File: config.mk
export PLATFORM = sky130hd
export DESIGN_NAME = pc_fetch_ctrl
export DESIGN_NICKNAME = d
export VERILOG_FILES = /design/src/rtl/pc_fetch_pkg.sv /design/src/rtl/fetch_out_slot.sv /design/src/rtl/pc_fetch_ctrl.sv
export SDC_FILE = /design/constraint.sdc
export NUM_CORES = 1
export LEC_CHECK = 0
export ABC_CLOCK_PERIOD_IN_PS = 2600
export CORE_MARGIN = 2
export CORE_UTILIZATION = 48
export DETAILED_ROUTE_END_ITERATION = 10
export PLACE_DENSITY = 0.81
export SLEW_MARGIN = 10
export SYNTH_ARGS = -nofsm -noshare
export SYNTH_HDL_FRONTEND = slang
export SYNTH_HIERARCHICAL = 1
export SYNTH_SLANG_ARGS = --single-unit
File: constraint.sdc
create_clock -name clk -period 2.6 [get_ports clk]
set_input_delay 0.65 -clock clk [delete_from_list [all_inputs] [get_ports clk]]
set_output_delay 0.65 -clock clk [all_outputs]
set_load 0.02 [all_outputs]
File: src/rtl/pc_fetch_pkg.sv
// pc_fetch_pkg
// Shared definitions for the fetch-stage sequencer:
//   - fetch_state_e : controller states (IDLE, REQ, WAIT, DROP)
//   - DEFAULT_RESET_PC / DEFAULT_IM_BASE : default parameter values
//   - PC_STEP       : sequential PC increment (one 32-bit instruction)
//   - word_align()  : clears the byte-offset bits of an address
package pc_fetch_pkg;

  typedef enum logic [1:0] {
    IDLE = 2'd0,
    REQ  = 2'd1,
    WAIT = 2'd2,
    DROP = 2'd3
  } fetch_state_e;

  localparam logic [31:0] DEFAULT_RESET_PC = 32'h0000_3000;
  localparam logic [31:0] DEFAULT_IM_BASE  = 32'h0000_3000;
  localparam logic [31:0] PC_STEP          = 32'd4;
  localparam logic [31:0] WORD_MASK        = 32'hFFFF_FFFC;

  // Instructions are word aligned; byte-offset bits of any target are dropped.
  function automatic logic [31:0] word_align(input logic [31:0] addr);
    return addr & WORD_MASK;
  endfunction

endpackage

File: src/rtl/fetch_out_slot.sv
// fetch_out_slot
// One-entry output register between fetch and decode (the IF/ID slot).
// Ports:
//   clk, rst_n     : clock, asynchronous active-low reset
//   load_i         : capture instr_i/pc_i/pc_plus4_i and mark the slot valid
//   flush_i        : invalidate the slot; wins over load_i and stall_i
//   stall_i        : decode cannot take the slot this cycle
//   instr_i, pc_i, pc_plus4_i : data to capture
//   valid_o, instr_o, pc_o, pc_plus4_o : registered slot contents
module fetch_out_slot
  import pc_fetch_pkg::*;
(
  input  logic        clk,
  input  logic        rst_n,
  input  logic        load_i,
  input  logic        flush_i,
  input  logic        stall_i,
  input  logic [31:0] instr_i,
  input  logic [31:0] pc_i,
  input  logic [31:0] pc_plus4_i,
  output logic        valid_o,
  output logic [31:0] instr_o,
  output logic [31:0] pc_o,
  output logic [31:0] pc_plus4_o
);

  logic        valid_q,    valid_d;
  logic [31:0] instr_q,    instr_d;
  logic [31:0] pc_q,       pc_d;
  logic [31:0] pc_plus4_q, pc_plus4_d;

  // Next-state of the slot: flush, load, consume or hold.
  always_comb begin
    valid_d    = valid_q;
    instr_d    = instr_q;
    pc_d       = pc_q;
    pc_plus4_d = pc_plus4_q;
    if (flush_i) begin
      // Data fields keep their old value; only the valid bit matters.
      valid_d = 1'b0;
    end else if (load_i) begin
      valid_d    = 1'b1;
      instr_d    = instr_i;
      pc_d       = pc_i;
      pc_plus4_d = pc_plus4_i;
    end else if (valid_q && !stall_i) begin
      // Decode took the instruction and nothing new arrived.
      valid_d = 1'b0;
    end else begin
      valid_d = valid_q;
    end
  end

  // Slot registers.
  always_ff @(posedge clk or negedge rst_n) begin
    if (!rst_n) begin
      valid_q    <= 1'b0;
      instr_q    <= 32'h0000_0000;
      pc_q       <= 32'h0000_0000;
      pc_plus4_q <= 32'h0000_0000;
    end else begin
      valid_q    <= valid_d;
      instr_q    <= instr_d;
      pc_q       <= pc_d;
      pc_plus4_q <= pc_plus4_d;
    end
  end

  assign valid_o    = valid_q;
  assign instr_o    = instr_q;
  assign pc_o       = pc_q;
  assign pc_plus4_o = pc_plus4_q;

endmodule

File: src/rtl/pc_fetch_ctrl.sv
// pc_fetch_ctrl
// Fetch-stage sequencer: owns the architectural PC, issues one outstanding
// instruction-memory request at a time and hands fetched words to decode.
// Ports:
//   clk, rst_n                : clock, asynchronous active-low reset
//   redirect_valid/_pc        : taken branch/jump target; flushes fetch
//   id_stall                  : decode cannot accept the presented instruction
//   im_req/im_addr/im_ready   : request handshake; im_addr is a byte offset
//   im_rvalid/im_rdata        : response (at most one outstanding)
//   if_valid/if_instr/if_pc/if_pc_plus4 : IF/ID register contents
module pc_fetch_ctrl
  import pc_fetch_pkg::*;
#(
  parameter logic [31:0] RESET_PC = DEFAULT_RESET_PC,
  parameter logic [31:0] IM_BASE  = DEFAULT_IM_BASE
) (
  input  logic        clk,
  input  logic        rst_n,
  input  logic        redirect_valid,
  input  logic [31:0] redirect_pc,
  input  logic        id_stall,
  output logic        im_req,
  output logic [31:0] im_addr,
  input  logic        im_ready,
  input  logic        im_rvalid,
  input  logic [31:0] im_rdata,
  output logic        if_valid,
  output logic [31:0] if_instr,
  output logic [31:0] if_pc,
  output logic [31:0] if_pc_plus4
);

  fetch_state_e state_q, state_d;
  logic [31:0]  pc_q, pc_d;

  logic         slot_free_s;
  logic         accept_s;
  logic         load_s;
  logic [31:0]  target_s;
  logic [31:0]  pc_plus4_s;

  // A request is only issued when the slot can take its response, which is
  // what makes a skid buffer unnecessary.
  assign slot_free_s = !if_valid || !id_stall;
  assign im_req      = (state_q == REQ) && slot_free_s;
  assign accept_s    = im_req && im_ready;
  assign im_addr     = pc_q - IM_BASE;
  assign target_s    = word_align(redirect_pc);
  assign pc_plus4_s  = pc_q + PC_STEP;

  // Next state and next PC.
  always_comb begin
    state_d = state_q;
    pc_d    = pc_q;
    load_s  = 1'b0;
    case (state_q)
      IDLE: begin
        state_d = REQ;
      end
      REQ: begin
        if (redirect_valid) begin
          pc_d = target_s;
          // An accepted request now returns stale data and must be dropped.
          if (accept_s) begin
            state_d = DROP;
          end else begin
            state_d = REQ;
          end
        end else if (accept_s) begin
          state_d = WAIT;
        end else begin
          state_d = REQ;
        end
      end
      WAIT: begin
        if (im_rvalid) begin
          if (redirect_valid) begin
            pc_d = target_s;
          end else begin
            load_s = 1'b1;
            pc_d   = pc_plus4_s;
          end
          state_d = REQ;
        end else if (redirect_valid) begin
          pc_d    = target_s;
          state_d = DROP;
        end else begin
          state_d = WAIT;
        end
      end
      DROP: begin
        // Last redirect wins while the stale response drains.
        if (redirect_valid) begin
          pc_d = target_s;
        end else begin
          pc_d = pc_q;
        end
        if (im_rvalid) begin
          state_d = REQ;
        end else begin
          state_d = DROP;
        end
      end
      default: begin
        state_d = IDLE;
        pc_d    = pc_q;
      end
    endcase
  end

  // Controller state and architectural PC.
  always_ff @(posedge clk or negedge rst_n) begin
    if (!rst_n) begin
      state_q <= IDLE;
      pc_q    <= RESET_PC;
    end else begin
      state_q <= state_d;
      pc_q    <= pc_d;
    end
  end

  fetch_out_slot u_slot (
    .clk        (clk),
    .rst_n      (rst_n),
    .load_i     (load_s),
    .flush_i    (redirect_valid),
    .stall_i    (id_stall),
    .instr_i    (im_rdata),
    .pc_i       (pc_q),
    .pc_plus4_i (pc_plus4_s),
    .valid_o    (if_valid),
    .instr_o    (if_instr),
    .pc_o       (if_pc),
    .pc_plus4_o (if_pc_plus4)
  );

endmodule

==> results.md <==
- Die X: 122 um
- Synth cell types: 59
- Delay of the slowest critical-path stage: 0.60 ns
- Crit Path Category: register to output pin
- Static leakage: 4.37 nW
- Maximum clock path buffer count: 2
- Area of all sequential standard cells: 3280 sq um
- Area growth from synthesis to layout: 47.4%
- Weighted congestion at the end of routability-driven global placement: 0.851
- Cell family contributing the most delay on the critical path: simple AND/OR/NAND/NOR gates
- H-tree lvl count: 4
- Startpoint type of the worst setup path: register
- Cell seen most often among critical-path stages: sky130_fd_sc_hd__nor3_4
- Minimum setup slack among reg-to-reg paths: 0.27 ns
- Yosys synthesis warning count: 6
- Core region area: 13400 sq um
- Measured slew at the worst slew-check pin: 0.518 ns
- Crit path max fanout: 5
- Iteration count of the initial detailed-routing pass: 4
- Syn Nets: 630
- Cells after synthesis: 558
- Worst-case setup margin in the final layout: -0.275 ns
- Nets: 862
- Finish-stage setup viols: 14
- Final cycle utilization of the critical path: 111%
- Launching point of the worst reg2reg path: pc_q[13]$_DFFE_PN1P_
- Cell depth of the worst flop-to-flop path: 7
- Violation count after the first detailed-routing iteration: 357
- Aggregate global routing overflow: 0
- Violations in the final reports: setup timing
- Initial antenna violation count: 0
- Aggregate routed wire length: 18800 um
- Count of pins on the block boundary: 200
- Number of clock buffers inserted by TritonCTS: 17
- CTS Hold Buffers Added: 0
- Chain of cells forming the critical path: or4_4 -> nor3_4 -> nand2_4 -> nor3_4 -> xor2_1 -> buf_4
- DR vias/cell: 5.54
- Max-slew headroom at the worst pin: 65.4%
- HPWL Detailed: 13500 um
- Crit path buffers/inverters: 1
- Final Util: 73.0%
- Worst slack at placement: -0.447 ns
- Shortest clock period the worst path allows after layout: 2.87 ns
- Setup repair after global routing missed its margin: yes
- Clock slew at reported path FFs: 0.06 ns
- Global-route wire length before repair: 29800 um
- CTS root buffer: sky130_fd_sc_hd__clkbuf_16
- Detailed-route DRC error count: 0
- Primary FF master, synth: sky130_fd_sc_hd__dfrtp_1
- PD cells: 843 nW/um^2
- Nature of the critical path endpoint: output pin
- Cell with the most instances after synthesis: sky130_fd_sc_hd__dfrtp_1
- Post-synth top area cell: sky130_fd_sc_hd__dfrtp_1
- Synth top area share: 48.6%
- Logic depth of the worst path, buffers included: 6
- Total number of vias: 5422
- Area of the multi-input gates: 3050 sq um
- Worst hold-check path type: input port to asynchronous set/reset pin
- VDD IR-drop max: 0.472 mV
- Post-Synthesis Cell Area: 6640 sq um
- R2R Path End: u_slot/pc_plus4_o[30]$_DFFE_PN0P_
- Number of clock sinks: 131
- Port Buffer Count: 197
- Placement Rows: 42
- Clock tree from TritonCTS: done
- Worst Clk Skew: 0.00632 ns
- Hold violation count in the final report: 0
- Residual antenna-violating net count after detailed routing: 0
- Cell types occupying the most area after synthesis: sky130_fd_sc_hd__dfrtp_1 (49%), sky130_fd_sc_hd__mux2_2 (9.5%), sky130_fd_sc_hd__mux2_4 (9.0%)
- Launch point of the critical path: pc_q[16]$_DFFE_PN0P_
- Critical path arrival: 2.22 ns
- Antenna Diode Count: 0
- Overall Global Routing Usage: 26.4%
- Timing-limited maximum frequency: 348 MHz
- FFs w/ async S/R, synth: 100%
- Clock Latency Late Sink: 0.42 ns
- Total die area: 14800 sq um
- Register bit count reported by yosys: 131
- Data required time at the worst endpoint: 1.95 ns
- Largest net degree at the start of global routing: 56
- Max cap viols: 0
- Die H: 122 um
- Initial cell density of the core: 49.5%
- Average routed wire per standard cell: 19.2 um
- Fraction of final layout cells with drive strength greater than 1: 29.3%
- Most numerous cell types in the synthesized netlist: sky130_fd_sc_hd__dfrtp_1 (129), sky130_fd_sc_hd__mux2_2 (56), sky130_fd_sc_hd__nor2_1 (42), sky130_fd_sc_hd__mux2_4 (40), sky130_fd_sc_hd__nand2_1 (32)
- Status: finished with violations
- Synthesized area per cell: 11.9 sq um
- Number of enable-type register cells in the synthesized netlist: 0
- Final TNS setup: -2.82 ns
- Via count of the first global-routing pass: 5599
- Sequential fraction of the synthesis area: 49.4%
- Cell at the slowest stage of the critical path: sky130_fd_sc_hd__or4_4
- Final Slew Violations: 0
- Filler Cell Count: 902
[metrics by stage]
| stage | hold slack (ns) | instances | total power [mW] | area (sq um) |
|---|---|---|---|---|
| after floorplan | 0.354 | 558 | 4.23 | 6640 |
| after global placement | 0.487 | 946 | 5.58 | 9090 |
| after detailed placement | 0.492 | 946 | 5.64 | 9090 |
| after CTS | 0.194 | 980 | 8.29 | 9760 |
| after global routing | 0.212 | 979 | 8.61 | 9790 |
| final | 0.191 | 979 | 8.25 | 9790 |
[logic make-up (layout without fill, tap and decap cells)]
family / count (synthesis) / count (layout) / synth area share [%]
compound gates: 80 / 80 / 8.05
flops: 131 / 131 / 49.4
xor+xnor: 44 / 44 / 5.80
buf+inv: 59 / 304 / 6.03
mux: 97 / 97 / 18.7
simple gates: 145 / 145 / 11.6
fa+ha+maj: 2 / 2 / 0.377
[worst reg2reg max path, cell delays in order, from the launching register on]
cell,delay (ns)
sky130_fd_sc_hd__dfstp_2,0.57
sky130_fd_sc_hd__ha_2,0.24
sky130_fd_sc_hd__buf_4,0.17
sky130_fd_sc_hd__and4_1,0.18
sky130_fd_sc_hd__and4bb_1,0.39
sky130_fd_sc_hd__nand4_1,0.22
sky130_fd_sc_hd__xnor2_1,0.17
sky130_fd_sc_hd__mux2_2,0.27
[power by group]
| group | internal [mW] | leakage [nW] | switching (mW) |
|---|---|---|---|
| sequential | 2.48 | 1.70 | 0.282 |
| clock | 1.77 | 0.320 | 0.856 |
| combinational | 1.47 | 2.35 | 1.39 |
[how the worst max path moves through the flow]
| stage | end | slack, ns |
|---|---|---|
| finish | im_addr[26] | -0.27 |
| global route | im_addr[27] | -0.38 |
| CTS | im_addr[26] | -0.34 |
| detailed placement | im_addr[26] | -0.45 |
| global placement | im_addr[26] | -0.37 |
| floorplan | u_slot/instr_o[0]$_DFFE_PN0P_ | 0.006 |
[state kept, by name (all words and copies together) (netlist names)]
name	cells
pc_q	32
u_slot/pc_o	32
u_slot/instr_o	32
u_slot/valid_o	1
state_q	2
u_slot/pc_plus4_o	32
[area by class of cell]
| type | instances | share of cell area, % |
|---|---|---|
| Clock buffer | 22 | 4.84 |
| Clock inverter | 10 | 1.82 |
| Inverter | 8 | 0.307 |
| Multi-Input combinational cell | 368 | 31.1 |
| Sequential cell | 131 | 33.5 |
| Tap cell | 176 | 2.25 |
| Timing Repair Buffer | 264 | 26.1 |
[cells in the final DEF, fill, tap and decap left out, drive strengths merged, types with 5 or more instances in the layout]
master,n
a21oi,20
o21ai,18
mux2,96
inv,8
clkdlybuf4s50,177
xnor2,29
bufinv,5
nor2,43
a22o,11
dfrtp,129
buf,84
clkbuf,22
nand4,11
nand2,33
nor3,10
and2,5
and4,6
xor2,15
nand3,16
o22ai,5
[per-layer routing]
metal | wire [um] | up-vias | share of wire (%) | GRT usage (%)
met5 | 0 | - | 0 | 0
met4 | 310 | 0 | 1.7 | 10.1
met3 | 1750 | 34 | 9.3 | 7.72
met2 | 9170 | 289 | 49 | 43.5
met1 | 7520 | 2661 | 40 | 33.0
li1 | - | 2438 | - | -
[repair_timing]
| action | in CTS | in global routing |
|---|---|---|
| resized for setup | 96 | 10 |
| hold endpoints to repair | 0 | 0 |
| pin swaps | 9 | 5 |
| setup buffers | 2 | 1 |
| setup endpoints to repair | 19 | 16 |
No activity file was read; power rests on OpenSTA's default activity.
